### config.mk
export PLATFORM = sky130hd
export DESIGN_NAME = router_merge
export DESIGN_NICKNAME = d
export VERILOG_FILES = /design/src/rtl/router_merge.sv
export SDC_FILE = /design/constraint.sdc
export NUM_CORES = 1
export LEC_CHECK = 0
export BUFFER_PORTS_ARGS = -buffer_cell sky130_fd_sc_hd__buf_2
export CAP_MARGIN = 25
export CORE_MARGIN = 4
export CORE_UTILIZATION = 48
export CTS_BUF_LIST = sky130_fd_sc_hd__clkbuf_4
export CTS_CLUSTER_DIAMETER = 200
export DETAILED_ROUTE_END_ITERATION = 6
export PLACE_DENSITY_LB_ADDON = 0.08
export SETUP_SLACK_MARGIN = 0.05
export SLEW_MARGIN = 20
export SYNTH_ARGS = -nofsm -noshare
export SYNTH_HDL_FRONTEND = slang
export SYNTH_SLANG_ARGS = --single-unit
### constraint.sdc
create_clock -name clk -period 3.97 [get_ports clk]
set_input_delay 0.1985 -clock clk [delete_from_list [all_inputs] [get_ports clk]]
set_output_delay 0.1985 -clock clk [all_outputs]
set_load 0.1 [all_outputs]
### src/rtl/router_merge.sv
// Four-source merge into a single registered output slot with a one-hot grant per cycle.
// Define ROUTER_MERGE_RR_EN for round-robin arbitration; the default build uses fixed priority (source 0 highest).
module router_merge #(
  parameter int DATA_WIDTH = 32
) (
  input  logic                  clk,
  input  logic                  resetn,
  input  logic [DATA_WIDTH-1:0] din0,
  input  logic [DATA_WIDTH-1:0] din1,
  input  logic [DATA_WIDTH-1:0] din2,
  input  logic [DATA_WIDTH-1:0] din3,
  input  logic                  din_en0,
  input  logic                  din_en1,
  input  logic                  din_en2,
  input  logic                  din_en3,
  output logic                  din_ready0,
  output logic                  din_ready1,
  output logic                  din_ready2,
  output logic                  din_ready3,
  output logic [DATA_WIDTH-1:0] dout,
  output logic                  dout_en,
  output logic [1:0]            dout_addr,
  input  logic                  dout_ready
);

  logic [3:0]            req;
  logic [DATA_WIDTH-1:0] din_arr [4];

  logic [DATA_WIDTH-1:0] dout_q, dout_d;
  logic                  dout_en_q, dout_en_d;
  logic [1:0]            dout_addr_q, dout_addr_d;
  logic [1:0]            ptr_q, ptr_d;

  logic                  slot_free;
  logic                  grant;
  logic [3:0]            gnt_oh;
  logic [1:0]            gnt_idx;
  logic                  found;
  logic [1:0]            cand;
  logic [3:0]            ready_vec;

  assign req        = {din_en3, din_en2, din_en1, din_en0};
  assign din_arr[0] = din0;
  assign din_arr[1] = din1;
  assign din_arr[2] = din2;
  assign din_arr[3] = din3;

  assign slot_free = ~dout_en_q | dout_ready;

  // Scan from the pointer upward so source ptr_q wins ties; data values never enter this path.
  always_comb begin
    gnt_oh  = '0;
    gnt_idx = '0;
    found   = 1'b0;
    cand    = '0;
    for (int i = 0; i < 4; i++) begin
      cand = ptr_q + 2'(i);
      if (!found && req[cand]) begin
        gnt_oh[cand] = 1'b1;
        gnt_idx      = cand;
        found        = 1'b1;
      end
    end
  end

  // Gating with resetn keeps every ready low while the slot is held in reset.
  assign grant     = resetn & slot_free & found;
  assign ready_vec = grant ? gnt_oh : 4'b0000;

  assign din_ready0 = ready_vec[0];
  assign din_ready1 = ready_vec[1];
  assign din_ready2 = ready_vec[2];
  assign din_ready3 = ready_vec[3];

  always_comb begin
    dout_d      = dout_q;
    dout_en_d   = dout_en_q;
    dout_addr_d = dout_addr_q;
    if (grant) begin
      dout_d      = din_arr[gnt_idx];
      dout_en_d   = 1'b1;
      dout_addr_d = gnt_idx;
    end else if (dout_en_q && dout_ready) begin
      dout_d      = '0;
      dout_en_d   = 1'b0;
      dout_addr_d = '0;
    end
  end

`ifdef ROUTER_MERGE_RR_EN
  always_comb begin
    ptr_d = ptr_q;
    if (grant) begin
      ptr_d = gnt_idx + 2'd1;
    end
  end
`else
  always_comb begin
    ptr_d = 2'd0;
  end
`endif

  always_ff @(posedge clk or negedge resetn) begin
    if (!resetn) begin
      dout_q      <= '0;
      dout_en_q   <= 1'b0;
      dout_addr_q <= '0;
      ptr_q       <= '0;
    end else begin
      dout_q      <= dout_d;
      dout_en_q   <= dout_en_d;
      dout_addr_q <= dout_addr_d;
      ptr_q       <= ptr_d;
    end
  end

  assign dout      = dout_q;
  assign dout_en   = dout_en_q;
  assign dout_addr = dout_addr_q;

endmodule

After elaboration in Yosys (flattened, before gate mapping). Index checks and enable logic that the tools add are counted.

Magnitude comparators: 1. Mux-type cells: 21. Bitwise gates (word level): 5. Reduce and logical (&&, ||, !) cells: 8.

Operator list (number): 32-bit 2-to-1 mux (4); 32-bit binary-select mux with 2-bit select (1); 2-bit 2-to-1 mux (5); 1-bit 2-to-1 mux (8); 4-bit 2-to-1 mux (2); 1-bit logical AND (4); 3-bit greater-or-equal comparator, second input constant (1); 1-bit logical NOT (3); 3-bit 2-to-1 mux (1); 2-bit NOT with 3-bit output (1); 1-bit AND (2); 2-bit nonzero test (1); 1-bit NOT (1); 1-bit bitwise OR (1).

Flip-flop bits (word level): 35. Input bits: 135. Output and inout bits: 39.

Depth between registers and ports, before layout. Gate-level depths: netlist (run 1).

Word-level depth: 15. Mapped depth: 6. Depth with buffers taken out: 3.

Worst setup path before layout (run 1). No wires, ideal clock.

Path kind: register -> output. From: register dout_en_q, in the netlist dout_en. To: output din_ready1. Data arrival time: 3.737 ns. Required time: 3.772 ns. Path slack: 0.034 ns. Stages on the path, launching flop included: 6. Buffers on the path: 2. Cells stage by stage: dfrtp_1 buf_2 nand2b_2 nand2_1 buf_2 nor3b_1.

Word-level cells in the longest chain between the ends: 5.

RTL lines: start: declaration (RTL line 30) `logic dout_en_q, dout_en_d;`; start signal: assignment (RTL line 111) `dout_en_q <= dout_en_d;`; 1-bit NOT (RTL line 48) `assign slot_free = ~dout_en_q | dout_ready;`; 1-bit bitwise OR (RTL line 48); 1-bit AND (2 in a row) (RTL line 67) `assign grant = resetn & slot_free & found;`; 4-bit 2-to-1 mux (RTL line 68) `assign ready_vec = grant ? gnt_oh : 4'b0000;`; end: declaration (RTL line 17) `output logic din_ready1,`.

Every way passes these cells.

Final worst setup path (run 1). Ends and elaborated chain as after synthesis.

==> run summary, run 1 <==
Number of cells after detailed placement -> 535
Period utilization -> 65.04%
Final net count -> 606
Crit end category -> output pin
N_diodes -> 0
TritonCTS Buffers -> 5
Core Region -> 5608 um^2
Worst-path fanout max -> 36
Final cell count without fillers -> 544
R2R setup slack -> 2.07 ns
Final Critical Period -> 2.582 ns
Seq cells post-synth -> 35
Uppermost layer routed -> met4
Startpoint Class -> register
Post-route cell area -> 3795 um^2
CTS H-tree depth -> 2
Via count -> 3084
Clk_lat worst skew -> 0.35 ns
First-pass GRT wire length -> 15060 um
WL met3 -> 852 um
Largest net degree at the start of global routing -> 41
Die H -> 84.64 um
Row count -> 27
Sequential fraction of the synthesis area -> 31.07%
Clk_skew -> 0.01005 ns
WL met1 -> 3879 um
DRC violations left -> 0
Synth Flop Type -> dfrtp_1
Post-synthesis cell type count -> 27
Most common cell after layout, fill and taps aside -> buf_2
Worst-path clk slew -> 0.13 ns
Clk pwr share -> 21.5%
CTS tree -> yes
Multi-input gate area -> 1773 um^2
DIE AREA -> 7163 um^2
Vias in the first global route -> 3067
Async SR Flop Fraction -> 100.0%
Post-synthesis cell area -> 2819 um^2
Final setup vio count -> 0
VDD IR-drop max -> 0.2163 mV
Setup CP Type -> register to output pin
Initial Utilization -> 50.27%
Worst min-delay path category -> input pin to register
Setup TNS -> 0 ns
Final Hold Fails -> 0
RSZ-0062 raised after global routing -> no
Worst EP arrival -> 2.38 ns
Initial detailed-routing violation count -> 157
Cells after Synth -> 317
Crit-path cells -> buf_4, nand2b_2, nand2_2, buf_4, nor3b_2, buf_2
Buf/Inv on CP -> 3
CTS Buffer Depth -> 2
Post-route ant nets -> 0
1st-pass router iterations -> 4
Leakage power total -> 1.868 nW
Total GRT Usage -> 25.77%
Combinational share of power -> 49.9%
Post-synthesis area per instance -> 8.893 um^2
Crit path max-delay cell type -> buf_2
Max Clk Rate -> 387.3 MHz
Pint -> 787.9 uW
Share of cells above drive strength 1 -> 49.79%
Top-level I/O count -> 174
CP required -> 3.77 ns
Area delta synth->final -> 34.62%
Root Buffer -> clkbuf_4
Delay-heaviest family, CP -> buffers and inverters
Post-CTS sizing -> 0
Synth warn -> 0
Sw power -> 750.8 uW
Critical Path Max Stage Delay -> 0.44 ns
Met2 WL -> 4558 um
Initial antenna violation count -> 0
Synth Net Count -> 452
Post-place instance area -> 3680 um^2
Buffers on Ports -> 173
Final HPWL DP -> 6701 um
Cell area power density -> 405.5 nW/um^2
Setup Fix Bufs, Post-CTS -> 0
Post-synth EDFFs -> 0
Most common cell on crit path -> buf_4
# hold bufs at CTS -> 1
Final RePlAce weighted congestion -> 0.7885
Run status -> complete, no violations
Seq pwr share -> 28.7%
Total congestion overflow -> 0
Die width -> 84.64 um
Slew margin rel. -> 33.19%
Sequential cell area -> 875.8 um^2
Sink Count -> 35
Final Max Slew Viols -> 0
Switching Share -> 48.79%
Most frequent cells in the layout -> buf_2, nor2_1, nand2_1, dfrtp_1, o211ai_1
MaxCap Viol Count -> 0
Final WL -> 9381 um
Vias per cell -> 5.669
Routed len/inst -> 17.24 um
# fillers -> 521
Worst slew pin tran -> 0.9987 ns
## power by group through the flow
stage | clock (mW) | sequential, mW | combinational, mW
2_1_floorplan | 0 | 0.830 | 0.200
3_3_place_gp | 0 | 0.448 | 0.764
4_1_cts | 0.334 | 0.440 | 0.770
6_report | 0.330 | 0.441 | 0.767
5_1_grt | 0.355 | 0.447 | 0.805
3_5_place_dp | 0 | 0.447 | 0.769
## path summary, 6_finish.rpt
| kind | from | endpoint | depth (start not counted) |
|---|---|---|---|
| worst min-delay path | din3[16] | dout[16] | 3 |
| worst max-delay path | dout_en | din_ready1 | 6 |
| worst max register to register | dout_en | dout[4] | 5 |
| max in group asynchronous | resetn | dout[26] | 3 |
| worst min register to register | dout[12] | dout[12] | 2 |
| min in group asynchronous | resetn | dout[15] | 3 |
## Yosys cell counts (2+ instances only)
cell	instances	share of area, %
nand2_1	36	4.8
o41ai_1	13	4.0
buf_6	3	1.2
o41ai_2	19	11
inv_1	2	0.27
nor2_4	10	4.0
o31a_1	32	9.9
buf_2	15	2.7
clkbuf_1	17	2.3
o211ai_1	33	8.8
nor2_2	9	2.0
nor2_1	48	6.4
nor2b_1	32	7.1
dfrtp_1	35	31
## tightest hold or removal path, delay by kind of cell
family | cells | cell delay [ns]
AND/OR/NAND/NOR | 1 | 0.09
buffers and inverters | 1 | 0.10
AO/OA/AOI/OAI | 1 | 0.07
## sequential cells by signal, indices dropped and copies added (netlist names)
register / flops
dout: 32
dout_addr: 2
dout_en: 1
## final cells by class
| class | instances | share of cell area (%) |
|---|---|---|
| Clock inverter | 3 | 1.780 |
| Sequential cell | 35 | 23.08 |
| Timing Repair Buffer | 183 | 24.86 |
| Tap cell | 72 | 2.374 |
| Multi-Input combinational cell | 244 | 46.72 |
| Clock buffer | 5 | 0.9891 |
| Inverter | 2 | 0.1978 |
## cell families after synthesis
logic type             Yosys count  synth area share (%)
AND/OR/NAND/NOR                141                 26.05
buffers and inverters           38                 6.524
flip-flops                      35                 31.07
AO/OA/AOI/OAI                  103                 36.35
## metrics by stage
step           total power [mW]  hold WS, ns  utilization (%)  setup WS [ns]
2_1_floorplan             1.030     -0.09709                -         0.9703
3_3_place_gp              1.211       0.3776            65.62          1.765
3_5_place_dp              1.216       0.3630            65.62          1.689
4_1_cts                   1.544       0.1252            67.67          1.388
5_1_grt                   1.607       0.1073            67.67          1.227
6_report                  1.539       0.1321            67.67          1.388
## routing by layer
layer	vias to the layer above	global-route usage, %
met1	1457	34.18
met3	7	6.281
met4	0	4.892
met2	148	42.99
met5	-	0
li1	1472	-
Note: power is estimated with default switching activity, not from simulation.
==> run 2, diff against run 1 <==
- CORE_UTILIZATION: 48 -> 45
- clock period: 3.97 -> 2.43 ns (I/O delays scaled with it)
==> run summary, run 2 (synthesized netlist as in run 1, its figures left out) <==
N_diodes -> 0 (unchanged)
Place WS -> 0.5141 ns (was 1.689 ns)
Vias in the first global route -> 3203 (was 3067)
Setup ws final -> 0.4082 ns (was 1.388 ns)
Worst slew pin tran -> 0.8297 ns (was 0.9987 ns)
Final Max Slew Viols -> 0 (unchanged)
DIE AREA -> 7594 um^2 (was 7163 um^2)
Vias per cell -> 5.623 (was 5.669)
R2R setup slack -> 0.72 ns (was 2.07 ns)
Final Hold Fails -> 0 (unchanged)
Multi-input gate area -> 1784 um^2 (was 1773 um^2)
Worst R2R Start -> dout_en (unchanged)
Crit-path cells -> dlygate4sd3_1, buf_2, buf_4, nand3_1, inv_1, buf_2 (was buf_4, nand2b_2, nand2_2, buf_4, nor3b_2, buf_2)
# fillers -> 500 (was 521)
CTS tree -> yes (unchanged)
Setup TNS -> 0 ns (unchanged)
Post-route ant nets -> 0 (unchanged)
Setup CP Type -> input pin to output pin (was register to output pin)
Clk_lat worst skew -> 0.34 ns (was 0.35 ns)
Final Critical Period -> 2.022 ns
Run status -> complete, no violations (unchanged)
1st-pass router iterations -> 4 (unchanged)
Worst-path clk slew -> 0.11 ns (was 0.13 ns)
CP required -> 2.31 ns (was 3.77 ns)
Core Region -> 5991 um^2 (was 5608 um^2)
Initial antenna violation count -> 0 (unchanged)
MaxCap Viol Count -> 0 (unchanged)
Max Clk Rate -> 494.6 MHz
Buf/Inv on CP -> 5 (was 3)
Hold EP -> dout[17] (was dout[16])
Slew margin rel. -> 44.51% (was 33.19%)
Root Buffer -> clkbuf_4 (unchanged)
Routed len/inst -> 17.71 um (was 17.24 um)
Initial Utilization -> 47.06% (was 50.27%)
Min-delay src -> din3[17] (was din3[16])
Most common cell after layout, fill and taps aside -> buf_2 (unchanged)
Final RePlAce weighted congestion -> 0.8337 (was 0.7885)
Period utilization -> 83.20%
Cell area power density -> 601.2 nW/um^2 (was 405.5 nW/um^2)
Buffers on Ports -> 173 (unchanged)
Critical Path Max Stage Delay -> 0.52 ns (was 0.44 ns)
DRC violations left -> 0 (unchanged)
Leakage power total -> 1.903 nW (was 1.868 nW)
R2R depth -> 4 (was 5)
CTS H-tree depth -> 2 (unchanged)
Area delta synth->final -> 37.51% (was 34.62%)
Final net count -> 614 (was 606)
Most common cell on crit path -> buf_2 (was buf_4)
FF-to-FF End -> dout[21] (was dout[4])
Hold depth -> 3 (unchanged)
Startpoint Class -> input pin (was register)
Sequential cell area -> 877.1 um^2 (was 875.8 um^2)
First-pass GRT wire length -> 15240 um (was 15060 um)
Row count -> 28 (was 27)
Delay-heaviest family, CP -> buffers and inverters (unchanged)
Total GRT Usage -> 25.10% (was 25.77%)
Worst-path fanout max -> 40 (was 36)
Final HPWL DP -> 7236 um (was 6701 um)
Worst EP arrival -> 1.90 ns (was 2.38 ns)
Share of cells above drive strength 1 -> 51.15% (was 49.79%)
Crit end category -> output pin (unchanged)
Via count -> 3115 (was 3084)
Worst min-delay path category -> input pin to register (unchanged)
Sink Count -> 35 (unchanged)
Final WL -> 9809 um (was 9381 um)
Die H -> 87.15 um (was 84.64 um)
Most frequent cells in the layout -> buf_2, nor2_1, nand2_1, dfrtp_1, o211ai_1 (unchanged)
Total congestion overflow -> 0 (unchanged)
Max FFs per register -> 32 (unchanged)
WP depth -> 6 (unchanged)
Largest net degree at the start of global routing -> 41 (unchanged)
Top-level I/O count -> 174 (unchanged)
Initial detailed-routing violation count -> 125 (was 157)
RSZ-0062 raised after global routing -> no (unchanged)
Die width -> 87.15 um (was 84.64 um)
Crit path max-delay cell type -> dlygate4sd3_1 (was buf_2)
VDD IR-drop max -> 0.3529 mV (was 0.2163 mV)
CTS Buffer Depth -> 2 (unchanged)
TritonCTS Buffers -> 5 (unchanged)
Post-CTS sizing -> 0 (unchanged)
Final setup vio count -> 0 (unchanged)
Clk_skew -> 0.004766 ns (was 0.01005 ns)
run 2: stage by stage:
step / instance area, um^2 / util, % / instances / hold slack, ns / total power, mW
after floorplan: 2836 / - / 317 / -0.1741 / 1.685
after global placement: 3814 / 63.66 / 546 / 0.2447 / 1.995
after detailed placement: 3814 / 63.66 / 546 / 0.2573 / 2.008
after CTS: 3876 / 64.70 / 554 / 0.06240 / 2.343
after global routing: 3876 / 64.70 / 554 / 0.07123 / 2.429
final: 3876 / 64.70 / 554 / 0.06676 / 2.330
run 2: timing repair:
item	in CTS	in global routing
hold endpoints to repair	35	0
hold buffers	1	0
buffers inserted	0	0
run 2: report_power, final:
part	internal (mW)	total, mW	switching (mW)
Clock	0.132	0.334	0.202
Combinational	0.314	1.28	0.965
Sequential	0.668	0.718	0.0501
run 2: cell type report:
type                       count  share of cell area [%]
multi-input combinational    244                   46.03
timing repair buffer         191                   27.37
sequential                    35                   22.63
tap                           75                   2.421
clock buffer                   7                   1.356
inverter                       2                  0.1937
run 2: worst min-delay path: stages:
cell	delay, ns
buf_2	0.09
nor2_1	0.09
o41ai_1	0.08
run 2: worst max-delay path by stage:
stage / to / slack, ns / start
6_report: din_ready0 / 0.41 / resetn
4_1_cts: din_ready0 / 0.35 / resetn
2_1_floorplan: din_ready1 / 0.11 / dout_en
5_1_grt: din_ready0 / 0.24 / resetn
3_5_place_dp: dout[11] / 0.51 / din_en1
3_3_place_gp: dout[12] / 0.56 / din_en1
run 2: per-layer routing:
layer  GRT usage, %  up-vias  wire length (um)
met5              0        -                 0
met4          6.834        0               153
met2          45.41      125              4989
li1               -     1483                 -
met3          5.866       17               825
met1          29.57     1490              3841
==> run 3, diff against run 2 <==
- CORE_UTILIZATION: 45 -> 40
- clock period: 2.43 -> 1.8 ns (I/O delays scaled with it)
==> run summary, run 3 (synthesized netlist as in run 1, its figures left out) <==
Via count -> 3152 (was 3115)
CTS Buffer Depth -> 2 (unchanged)
Worst slew pin tran -> 0.9030 ns (was 0.8297 ns)
Total congestion overflow -> 0 (unchanged)
Clk_skew -> 0.009902 ns (was 0.004766 ns)
MaxCap Viol Count -> 0 (unchanged)
Final net count -> 621 (was 614)
Final setup vio count -> 0 (unchanged)
DRC violations left -> 0 (unchanged)
Worst R2R Start -> dout_en (unchanged)
Total GRT Usage -> 23.82% (was 25.10%)
Vias in the first global route -> 3340 (was 3203)
Top-level I/O count -> 174 (unchanged)
Most common cell after layout, fill and taps aside -> buf_2 (unchanged)
Routed len/inst -> 17.51 um (was 17.71 um)
Worst EP arrival -> 1.55 ns (was 1.90 ns)
# fillers -> 666 (was 500)
Final WL -> 10230 um (was 9809 um)
Worst-path fanout max -> 18 (was 40)
Final Hold Fails -> 0 (unchanged)
Startpoint Class -> register (was input pin)
Row count -> 30 (was 28)
DIE AREA -> 8455 um^2 (was 7594 um^2)
Run status -> complete, no violations (unchanged)
First-pass GRT wire length -> 16370 um (was 15240 um)
Die H -> 91.95 um (was 87.15 um)
Buffers on Ports -> 173 (unchanged)
Crit end category -> output pin (unchanged)
Initial antenna violation count -> 1 (was 0)
Root Buffer -> clkbuf_4 (unchanged)
TritonCTS Buffers -> 5 (unchanged)
CTS H-tree depth -> 2 (unchanged)
Share of cells above drive strength 1 -> 51.54% (was 51.15%)
Die width -> 91.95 um (was 87.15 um)
Post-place instance area -> 3890 um^2 (was 3814 um^2)
Area delta synth->final -> 41.90% (was 37.51%)
Final HPWL DP -> 7467 um (was 7236 um)
Period utilization -> 90.89%
Largest net degree at the start of global routing -> 57 (was 41)
Clk_lat worst skew -> 0.34 ns (about the same)
Worst min-delay path category -> input pin to register (unchanged)
R2R depth -> 5 (was 4)
Final RePlAce weighted congestion -> 0.8327 (was 0.8337)
Cell area power density -> 788.6 nW/um^2 (was 601.2 nW/um^2)
CTS tree -> yes (unchanged)
RSZ-0062 raised after global routing -> no (unchanged)
Initial Utilization -> 41.26% (was 47.06%)
Hold depth -> 3 (unchanged)
Core Region -> 6832 um^2 (was 5991 um^2)
Setup CP Type -> register to output pin (was input pin to output pin)
Max FFs per register -> 32 (unchanged)
Most frequent cells in the layout -> buf_2, nor2_1, nand2_1, dfrtp_1, o211ai_1 (unchanged)
Hold slack final -> 0.04183 ns (was 0.06676 ns)
FF-to-FF End -> dout[18] (was dout[21])
Post-route ant nets -> 0 (unchanged)
Vias per cell -> 5.397 (was 5.623)
CP required -> 1.71 ns (was 2.31 ns)
Initial detailed-routing violation count -> 179 (was 125)
Worst-path clk slew -> 0.11 ns (about the same)
Final Max Slew Viols -> 0 (unchanged)
Final Critical Period -> 1.636 ns
Slew margin rel. -> 39.60% (was 44.51%)
CP endpoint -> din_ready1 (was din_ready0)
Sink Count -> 35 (unchanged)
VDD IR-drop max -> 0.4142 mV (was 0.3529 mV)
Post-route cell area -> 4000 um^2 (was 3876 um^2)
1st-pass router iterations -> 4 (unchanged)
R2R setup slack -> 0.28 ns (was 0.72 ns)
Leakage power total -> 1.948 nW (was 1.903 nW)
Max Clk Rate -> 611.2 MHz
CP startpoint -> dout_en (was resetn)
Overall Power -> 3.154 mW (was 2.330 mW)
==> run 3: per-stage QoR <==
| step | utilization (%) | worst slack (ns) | setup TNS [ns] | cells |
|---|---|---|---|---|
| 6_report | 58.55 | 0.1639 | 0 | 584 |
| 5_1_grt | 58.55 | 0.09014 | 0 | 584 |
| 4_1_cts | 58.26 | 0.08292 | 0 | 581 |
| 3_5_place_dp | 56.94 | 0.06985 | 0 | 570 |
| 3_3_place_gp | 56.94 | 0.1000 | 0 | 570 |
| 2_1_floorplan | - | -0.2517 | -0.6691 | 317 |
==> run 3: worst max-delay path, cell delays in order (launching register included) <==
cell and delay [ns]:
dfrtp_4 0.51, nand2b_4 0.11, nand2_8 0.13, nor3b_4 0.26, buf_12 0.20
==> run 3: power by group <==
group / internal (mW) / switching (mW) / total [mW] / leakage, nW
Combinational: 0.444 / 1.32 / 1.76 / 1.48
Clock: 0.160 / 0.265 / 0.425 / 0.0307
Sequential: 0.902 / 0.0679 / 0.970 / 0.441
Total: 1.51 / 1.65 / 3.15 / 1.95
==> run 3: cell type report <==
| class | instances | area [um^2] | share of cell area (%) |
|---|---|---|---|
| inverters | 2 | 7.507 | 0.1877 |
| diodes | 1 | 2.502 | 0.06256 |
| well taps | 96 | 120.1 | 3.003 |
| clock inverters | 2 | 7.507 | 0.1877 |
| repair buffers | 197 | 1124 | 28.09 |
| multi-input cells | 245 | 1814 | 45.35 |
| clock buffers | 6 | 45.04 | 1.126 |
| flip-flops and latches | 35 | 879.6 | 21.99 |
==> run 3: worst min path at each step <==
stage / slack, ns / to / startpoint
floorplan: -0.21 / dout[0] / resetn
global placement: -0.03 / dout[5] / resetn
detailed placement: -0.03 / dout[5] / resetn
CTS: 0.03 / dout[21] / din2[21]
global route: 0.03 / dout[16] / din2[16]
finish: 0.04 / dout[17] / din2[17]
==> run 3: repair_timing <==
action                                 CTS  global route
gates resized for setup                  1             1
setup endpoints to repair                3             2
pin swaps                                1             0
gates cloned                             1             0
hold buffers                             1             0
setup buffers                            1             2
endpoints found under the hold margin   26             0
==> run 3: layer usage <==
metal / routed length, um / track usage [%] / up-vias
met5: 0 / 0 / -
li1: - / - / 1509
met3: 617 / 5.168 / 12
met4: 114 / 6.931 / 0
met1: 4445 / 30.13 / 1521
met2: 5050 / 40.69 / 110
